$ cat src/rtl/pu_controller.sv
// Layer sequencer for a 4-input processing unit: streams one weight word per neuron,
// tracks the PU's two-register pipeline and buffers results in a credit-guarded FIFO.
module pu_controller #(
  parameter int AW         = 6,
  parameter int FIFO_DEPTH = 8
) (
  input  logic          clk,
  input  logic          rst,
  input  logic          start,
  input  logic [AW-1:0] num_neurons,
  input  logic          act_we,
  input  logic [1:0]    act_idx,
  input  logic [4:0]    act_wdata,
  output logic          busy,
  output logic          done,
  output logic          wmem_ren,
  output logic [AW-1:0] wmem_addr,
  input  logic [19:0]   wmem_rdata,
  output logic [4:0]    pu_a1,
  output logic [4:0]    pu_a2,
  output logic [4:0]    pu_a3,
  output logic [4:0]    pu_a4,
  output logic [4:0]    pu_w1,
  output logic [4:0]    pu_w2,
  output logic [4:0]    pu_w3,
  output logic [4:0]    pu_w4,
  input  logic [4:0]    pu_out,
  output logic          res_valid,
  input  logic          res_ready,
  output logic [4:0]    res_data,
  output logic [AW-1:0] res_idx
);

  localparam int PW = $clog2(FIFO_DEPTH);
  localparam int CW = PW + 1;
  localparam int OW = $clog2(FIFO_DEPTH + 4) + 1;

  typedef enum logic [1:0] {S_IDLE, S_RUN, S_DRAIN} state_e;

  typedef struct packed {
    logic [4:0]    data;
    logic [AW-1:0] idx;
  } entry_t;

  state_e        state_q, state_d;
  logic [AW-1:0] num_q, num_d;
  logic [AW-1:0] issued_q, issued_d;
  logic          wren_q, wren_d;
  logic [AW-1:0] waddr_q, waddr_d;
  logic          done_q, done_d;
  logic          p1_q, p2_q, p3_q;
  logic [AW-1:0] p1_idx_q, p2_idx_q, p3_idx_q;
  logic [4:0]    act_q [4];

  entry_t        mem_q [FIFO_DEPTH];
  logic [PW-1:0] wr_ptr_q, rd_ptr_q;
  logic [CW-1:0] count_q;

  entry_t        head;
  logic          push, pop, last_pop;
  logic [OW-1:0] occupancy;

  assign head = mem_q[rd_ptr_q];
  assign push = p3_q;
  assign pop  = (count_q != '0) && res_ready;

  // Credit: every in-flight read will claim a FIFO slot; same-edge pops are not counted.
  assign occupancy = OW'(count_q) + OW'(wren_q) + OW'(p1_q) + OW'(p2_q) + OW'(p3_q);
  assign last_pop  = pop && (state_q == S_DRAIN) && (head.idx == num_q - AW'(1));

  // NOTE: every always_comb output gets a default first so no path leaves it unassigned (no latch).
  always_comb begin
    state_d  = state_q;
    num_d    = num_q;
    issued_d = issued_q;
    wren_d   = 1'b0;
    waddr_d  = waddr_q;
    done_d   = 1'b0;
    unique case (state_q)
      S_IDLE: begin
        if (start) begin
          if (num_neurons == '0) begin
            done_d = 1'b1;
          end else begin
            num_d    = num_neurons;
            issued_d = AW'(1);
            wren_d   = 1'b1;
            waddr_d  = '0;
            state_d  = (num_neurons == AW'(1)) ? S_DRAIN : S_RUN;
          end
        end
      end
      S_RUN: begin
        if ((issued_q < num_q) && (occupancy < OW'(FIFO_DEPTH))) begin
          wren_d   = 1'b1;
          waddr_d  = issued_q;
          issued_d = issued_q + AW'(1);
          if (issued_q + AW'(1) == num_q) state_d = S_DRAIN;
        end
      end
      S_DRAIN: begin
        if (last_pop) begin
          state_d = S_IDLE;
          done_d  = 1'b1;
        end
      end
      default: state_d = S_IDLE;
    endcase
  end

  // NOTE: sequential state uses non-blocking assignments so all registers update from pre-edge values.
  always_ff @(posedge clk) begin
    if (rst) begin
      state_q  <= S_IDLE;
      num_q    <= '0;
      issued_q <= '0;
      wren_q   <= 1'b0;
      waddr_q  <= '0;
      done_q   <= 1'b0;
      p1_q     <= 1'b0;
      p2_q     <= 1'b0;
      p3_q     <= 1'b0;
      p1_idx_q <= '0;
      p2_idx_q <= '0;
      p3_idx_q <= '0;
      act_q    <= '{default: '0};
      wr_ptr_q <= '0;
      rd_ptr_q <= '0;
      count_q  <= '0;
    end else begin
      state_q  <= state_d;
      num_q    <= num_d;
      issued_q <= issued_d;
      wren_q   <= wren_d;
      waddr_q  <= waddr_d;
      done_q   <= done_d;
      p1_q     <= wren_q;
      p2_q     <= p1_q;
      p3_q     <= p2_q;
      p1_idx_q <= waddr_q;
      p2_idx_q <= p1_idx_q;
      p3_idx_q <= p2_idx_q;
      if (act_we && (state_q == S_IDLE)) act_q[act_idx] <= act_wdata;
      if (push) wr_ptr_q <= wr_ptr_q + PW'(1);
      if (pop)  rd_ptr_q <= rd_ptr_q + PW'(1);
      count_q <= count_q + CW'(push) - CW'(pop);
    end
  end

  // NOTE: FIFO storage is not reset; the pointers and count alone define which entries are live.
  always_ff @(posedge clk) begin
    if (push) mem_q[wr_ptr_q] <= '{data: pu_out, idx: p3_idx_q};
  end

  assign busy      = (state_q != S_IDLE);
  assign done      = done_q;
  assign wmem_ren  = wren_q;
  assign wmem_addr = waddr_q;

  assign pu_w1 = p1_q ? wmem_rdata[4:0]   : '0;
  assign pu_w2 = p1_q ? wmem_rdata[9:5]   : '0;
  assign pu_w3 = p1_q ? wmem_rdata[14:10] : '0;
  assign pu_w4 = p1_q ? wmem_rdata[19:15] : '0;
  assign pu_a1 = p1_q ? act_q[0] : '0;
  assign pu_a2 = p1_q ? act_q[1] : '0;
  assign pu_a3 = p1_q ? act_q[2] : '0;
  assign pu_a4 = p1_q ? act_q[3] : '0;

  // Head fields read as zero while empty so nothing stale is presented.
  assign res_valid = (count_q != '0);
  assign res_data  = res_valid ? head.data : '0;
  assign res_idx   = res_valid ? head.idx  : '0;

endmodule

$ cat config.mk
export PLATFORM = sky130hd
export DESIGN_NAME = pu_controller
export DESIGN_NICKNAME = d
export VERILOG_FILES = /design/src/rtl/pu_controller.sv
export SDC_FILE = /design/constraint.sdc
export NUM_CORES = 1
export LEC_CHECK = 0
export ABC_AREA = 1
export CAP_MARGIN = 20
export CORE_ASPECT_RATIO = 0.75
export CORE_UTILIZATION = 49
export DETAILED_ROUTE_END_ITERATION = 10
export PLACE_DENSITY = 0.76
export SETUP_SLACK_MARGIN = 0.02
export SLEW_MARGIN = 10
export SYNTH_ARGS = -nofsm -noshare
export SYNTH_HDL_FRONTEND = slang
export SYNTH_SLANG_ARGS = --single-unit
export TNS_END_PERCENT = 20
$ cat constraint.sdc
create_clock -name clk -period 2 [get_ports clk]
set_input_delay 0.4 -clock clk [delete_from_list [all_inputs] [get_ports clk]]
set_output_delay 0.4 -clock clk [all_outputs]
set_load 0.05 [all_outputs]
== After elaboration in Yosys (flattened, before gate mapping) ==
Memory sizes are Yosys's and may differ from the RTL's. A register that Yosys moved wholly into a read port is not among the register bits.
Index checks and enable logic that the tools add are counted.

* Register bits: 73
* Bits in writable memories: 88
* Output and inout bits: 61
* Word-level logic and storage cells: 100
* Memories kept: 1

{| class="wikitable"
|+ Memories
! memory !! depth !! bits a word !! read ports !! clocked after Yosys merged registers in !! write ports !! line !! text
|-
| mem_q || 8 || 11 || 1 || 1 || 1 || 55 || <nowiki>entry_t mem_q [FIFO_DEPTH];</nowiki>
|}

* $add $sub $neg: 10
* $lt $le $gt $ge: 4
* Eq/ne operators: 10
* Multiplexer cells: 40
* Bitwise operators: 2
* Reductions and logical operators: 14

{| class="wikitable"
|+ Operators by type and width
! operator !! count
|-
| $mux 5 || 10
|-
| $mux 6 || 7
|-
| $pmux 6 s2 || 2
|-
| $bwmux 20 || 1
|-
| $add 5x1->5 || 3
|-
| $eq 6x6->1 || 2
|-
| $mux 2 || 6
|-
| $demux 5 s2 || 1
|-
| $ne 2x2->1 const B || 5
|-
| $mux 1 || 8
|-
| $add 3x1->3 const B || 2
|-
| $add 6x1->6 const B || 1
|-
| $eq 6x1->1 const B || 1
|-
| $logic_and 1x1->1 || 6
|-
| $logic_not 6->1 || 1
|-
| $lt 6x6->1 || 1
|-
| $mux 3 || 2
|-
| $pmux 2 s3 || 1
|-
| $sub 6x1->6 const B || 1
|-
| $add 4x1->5 || 1
|-
| $lt 5x4->1 const B || 1
|-
| $reduce_and 5->1 || 1
|-
| $add 4x1->4 || 1
|-
| $pmux 1 s2 || 2
|-
| other kinds (12) || 13
|}

== Longest topological paths before layout ==
* Depth in word-level cells: 8
* Gate-level depth with buffers: 15
* Mapped depth without buffers: 14

== Worst setup path before layout ==
Ideal clock, no wire load.

* Kind: reg2reg
* From: register count_q[2]
* To: register count_q[2]
* Arrival: 2.483 ns
* Data required time: 1.872 ns
* Path slack: -0.611 ns
* Cell stages (with the launch flop): 13
* Path buffers: 0
* Clock period less this slack: 2.611 ns
* Cells stage by stage: dfxtp_1 > inv_1 > ha_1 > nand3_1 > nand2_1 > clkinv_1 > ha_1 > inv_1 > ha_1 > inv_1 > fa_1 > xor2_1 > nor2_1

* Cells in the longest elaborated chain, start to end: 3
* Elaborated cells on any way between the ends: 4
* Those cells by class: 2 x add/sub; 2 x reduce/logical

{| class="wikitable"
|+ RTL lines
! element !! line !! text
|-
| start: declaration || 57 || <nowiki>logic [CW-1:0] count_q;</nowiki>
|-
| start signal: assignment || 146 || <nowiki>count_q <= count_q + CW'(push) - CW'(pop);</nowiki>
|-
| $reduce_bool 4->1 || -- ||
|-
| net res_valid || 28 || <nowiki>output logic res_valid,</nowiki>
|-
| $logic_and 1x1->1 || 65 || <nowiki>assign pop = (count_q != '0) && res_ready;</nowiki>
|-
| net pop || 60 || <nowiki>logic push, pop, last_pop;</nowiki>
|-
| $sub 4x1->4 || 146 ||
|}

The timed path passes the listed nets, and every way through them passes these cells.
A chain may end at the register's enable or synchronous reset.

== Worst setup path in the final report ==
* From: register p1_q
* To: register waddr_q[0] (netlist: wmem_addr[0])

* Cells in the longest elaborated chain, start to end: 7

{| class="wikitable"
|+ RTL lines
! element !! line !! text
|-
| start: declaration || 51 || <nowiki>logic p1_q, p2_q, p3_q;</nowiki>
|-
| start signal: assignment || 137 || <nowiki>p1_q <= wren_q;</nowiki>
|-
| $add 5x1->5 (3 in a row) || 68 || <nowiki>assign occupancy = OW'(count_q) + OW'(wren_q) + OW'(p1_q) + OW'(p2_q) + OW'(p3_q);</nowiki>
|-
| $lt 5x4->1 || 94 || <nowiki>if ((issued_q < num_q) && (occupancy < OW'(FIFO_DEPTH))) begin</nowiki>
|-
| $logic_and 1x1->1 || 94 ||
|-
| $ne 2x2->1 (no source line) || -- ||
|-
| $reduce_and 4->1 (no source line) || -- ||
|-
| end signal: assignment || 135 || <nowiki>waddr_q <= waddr_d;</nowiki>
|-
| end: declaration || 49 || <nowiki>logic [AW-1:0] waddr_q, waddr_d;</nowiki>
|}

No other way between the ends.

==> flow_summary_export.csv <==
group,metric,value,unit
run_status,status,"finished with violations",
run_status,failed_checks,"negative setup slack",
floorplan,core_area,14450,um2
synth,synth_top_family_by_area,"simple AND/OR/NAND/NOR gates",
synth,synth_nets,900,
final_layout,diodes,0,
timing,drv_slew,0,
timing,layout_min_cycle_time,2.326,ns
global_routing,grt_pass1_vias,6240,
cts,clockBufferDepth,2,
global_routing,grt_antenna_before_repair,0,
min_path,hold_path_class,"flop to flop",
final_layout,finish.utilization,0.7304,
final_layout,final_common_cell,"nand2_1",
power,p_leak,4.690,nW
setup_path,worstPathArrival,2.69,ns
timing,finalCritPeriodShare,1.163,
routing,drc_errors,0,
global_routing,met2_usage,0.4461,
cts,h-tree-depth,4,
min_path,whs_endpoint,"p3_idx_q[1]$_SDFF_PP0_",
routing,vias_per_cell,5.155,
final_layout,layout.nets,1079,
global_routing,gr-total-overflow,0,
setup_path,r2r_end,"wmem_addr[0]$_SDFFE_PP0P_",
setup_path,startpoint_type,"flop",
cts,cts_tree,"built",
timing,hold_viol,0,
floorplan,ios,104,
cts,cts_buffers,17,
final_layout,drive_gt1_frac,0.2410,
power,powerDensity,1283,nW/um2
timing,holdWs,0.4075,ns
floorplan,fp-row-count,38,
final_layout,finalInstanceArea,10560,um2
job,cap_violations,0,
synth,synth_xor_area_frac,0.006056,
routing,wl,19.43,mm
floorplan,fp.dieArea,15250,um2
placement,hpwl,11.99,mm
routing,first_iter_violations,520,
global_routing,grt_max_degree,48,
placement,io_buffers,103,
synth,ys_warn_count,0,
timing,fin_skew,0.008356,ns
global_routing,grt_pass1_wl,30.79,mm
synth,synthMuxAreaShare,0,
setup_path,end_kind,"flop",
final_layout,syn_to_final_growth,46.01,%
synth,syn-instance-count,837,
synth,ys_ff_latch,164,
min_path,worstHoldStart,"p2_idx_q[1]$_SDFF_PP0_",
timing,slew_headroom,0.6614,
setup_path,r2r_slack,-0.33,ns
synth,ys_seq_area_frac,0.5759,
placement,place_ws,-0.2916,ns
synth,synthSimpleGateAreaFrac,0.2073,
routing,antenna_left,0,
final_layout,fin_cells,1229,
synth,yosysUniqueCellTypes,33,
global_routing,grt_use_total,0.2713,
synth,syn_avg_cell_area,8.639,um2
cts,clock-sinks,164,
global_routing,met3_usage,0.07727,
synth,synth_area,7231,um2
synth,synth_compound_area_frac,0.08202,
cts,cts-root-buf,"clkbuf_16",
floorplan,dieWidth,142.3,um
power,vdd_drop_max,0.6470,mV
setup_path,path_max_fanout,6,
floorplan,initial_core_util,0.5003,
setup_path,worstPathRequired,2.37,ns
placement,place.gp.congestion,0.8518,
final_layout,layout_common_cells,"nand2_1, inv_1, nor2_1, edfxtp_1, dfxtp_1",
synth,synthAdderAreaFrac,0.03668,
setup_path,crit_type,"flop to flop",
routing,dr.pass1.iters,6,
timing,worst_slack,-0.3258,ns
cts,clk-insertion-delay-late,0.43,ns
setup_path,r2r_cells,12,
setup_path,reg2reg_from,"p1_q$_SDFF_PP0_",
min_path,hold_depth,2,
cts,clkSlewWorstSetupHoldPaths,0.06,ns
global_routing,busiest_layer,"met2",
placement,placed_cells,1164,
global_routing,use_met1,0.3435,
timing,rsz0062_at_grt,"yes",
routing,vias,6335,
timing,setup_viol,26,
placement,post_dp_cell_area,9330,um2
timing,fmax,430.0,MHz
timing,tightestPinTransition,0.5099,ns
floorplan,die_h,107.2,um
routing,wl_per_cell,15.81,um
==> power breakdown <==
part           switching, mW  internal, mW  total (mW)
Sequential             0.224          3.82        4.04
Combinational           3.68          2.75        6.43
Clock                   1.35          1.74        3.08
==> kinds of logic after synthesis <==
logic type,Yosys count
buffers and inverters,168
adders and majority gates,20
xor gates and xnor gates,5
DFF,164
AOI/OAI and AO/OA,114
and+or+nand+nor,366
==> Yosys cell counts <==
cell | count | area [um2]
buf_4 | 3 | 22.52
or2_2 | 2 | 12.51
inv_2 | 2 | 7.510
a211oi_1 | 1 | 7.510
nand2_1 | 169 | 634.4
xnor2_1 | 1 | 8.760
fa_1 | 2 | 40.04
buf_1 | 2 | 7.510
xor2_1 | 4 | 35.03
a21oi_1 | 30 | 150.1
nor2_2 | 1 | 6.260
nor2_1 | 120 | 450.4
o21ai_0 | 65 | 325.3
buf_6 | 2 | 22.52
dfxtp_1 | 76 | 1521
and2_1 | 1 | 6.260
nor3_1 | 3 | 15.01
buf_2 | 7 | 35.03
ha_1 | 18 | 225.2
nand3_2 | 1 | 10.01
clkbuf_1 | 15 | 56.30
nand3b_1 | 2 | 15.01
nor3b_2 | 1 | 12.51
o21ai_1 | 3 | 15.01
a31oi_1 | 5 | 31.28
nand3_1 | 61 | 305.3
o22ai_1 | 9 | 56.30
edfxtp_1 | 88 | 2643
a21o_1 | 1 | 7.510
clkinv_1 | 1 | 3.750
nand4_1 | 4 | 25.02
or2_0 | 1 | 6.260
inv_1 | 136 | 510.5
==> worst max-delay path, cell delays in order, from the launching register on <==
cell      delay, ns
dfxtp_2        0.33
fa_1           0.56
ha_1           0.23
a21o_1         0.17
nand2_1        0.06
nand2_1        0.06
nand2_1        0.06
nand4_1        0.12
or2_1          0.28
nand2_4        0.12
buf_6          0.13
nand3b_1       0.07
o21ai_1        0.08
==> state kept, by name (all words and copies together), names as in the netlist, 2 cells and up, named ones only <==
register,flops
rd_ptr_q,3
wmem_addr,6
state_q,2
p1_idx_q,6
mem_q,88
issued_q,6
num_q,6
count_q,4
wr_ptr_q,3
p2_idx_q,6
p3_idx_q,6
act_q,20
==> layout make-up <==
type	count	area [um2]
clock inverter	9	70.07
sequential	164	4183
clock buffer	23	489.2
tap	200	250.2
fill	1003	3896
timing repair buffer	189	2333
inverter	139	546.8
multi-input combinational	505	2685
==> worst max path at each step <==
| stage | from | end | slack, ns |
|---|---|---|---|
| 3_3_place_gp | wmem_ren$_SDFF_PP0_ | issued_q[1]$_SDFFE_PP0P_ | -0.21 |
| 3_5_place_dp | wmem_ren$_SDFF_PP0_ | issued_q[1]$_SDFFE_PP0P_ | -0.29 |
| 4_1_cts | wmem_ren$_SDFF_PP0_ | issued_q[3]$_SDFFE_PP0P_ | -0.32 |
| 5_1_grt | p1_q$_SDFF_PP0_ | wmem_addr[0]$_SDFFE_PP0P_ | -0.45 |
| 2_1_floorplan | wmem_ren$_SDFF_PP0_ | issued_q[0]$_SDFFE_PP0P_ | -0.19 |
| 6_report | p1_q$_SDFF_PP0_ | wmem_addr[0]$_SDFFE_PP0P_ | -0.33 |
==> per-layer routing <==
metal | up-vias | wire, um
met2 | 275 | 9568
li1 | 3057 | -
met1 | 2969 | 8026
met5 | - | 0
met3 | 34 | 1522
met4 | 0 | 313
==> per-stage QoR <==
stage | power [mW] | TNS, ns
6_report | 13.55 | -6.444
5_1_grt | 14.22 | -9.180
4_1_cts | 13.26 | -5.575
3_5_place_dp | 9.249 | -3.707
3_3_place_gp | 9.126 | -2.693
2_1_floorplan | 7.406 | -2.628
==> timing repair <==
item                       CTS  global route
gates cloned                 5             0
setup endpoints to repair   40            36
setup buffers               26             2
resized for setup          110            22
pin swaps                   31            10
hold buffers                 0             0
(Power assumes the default switching activity.)
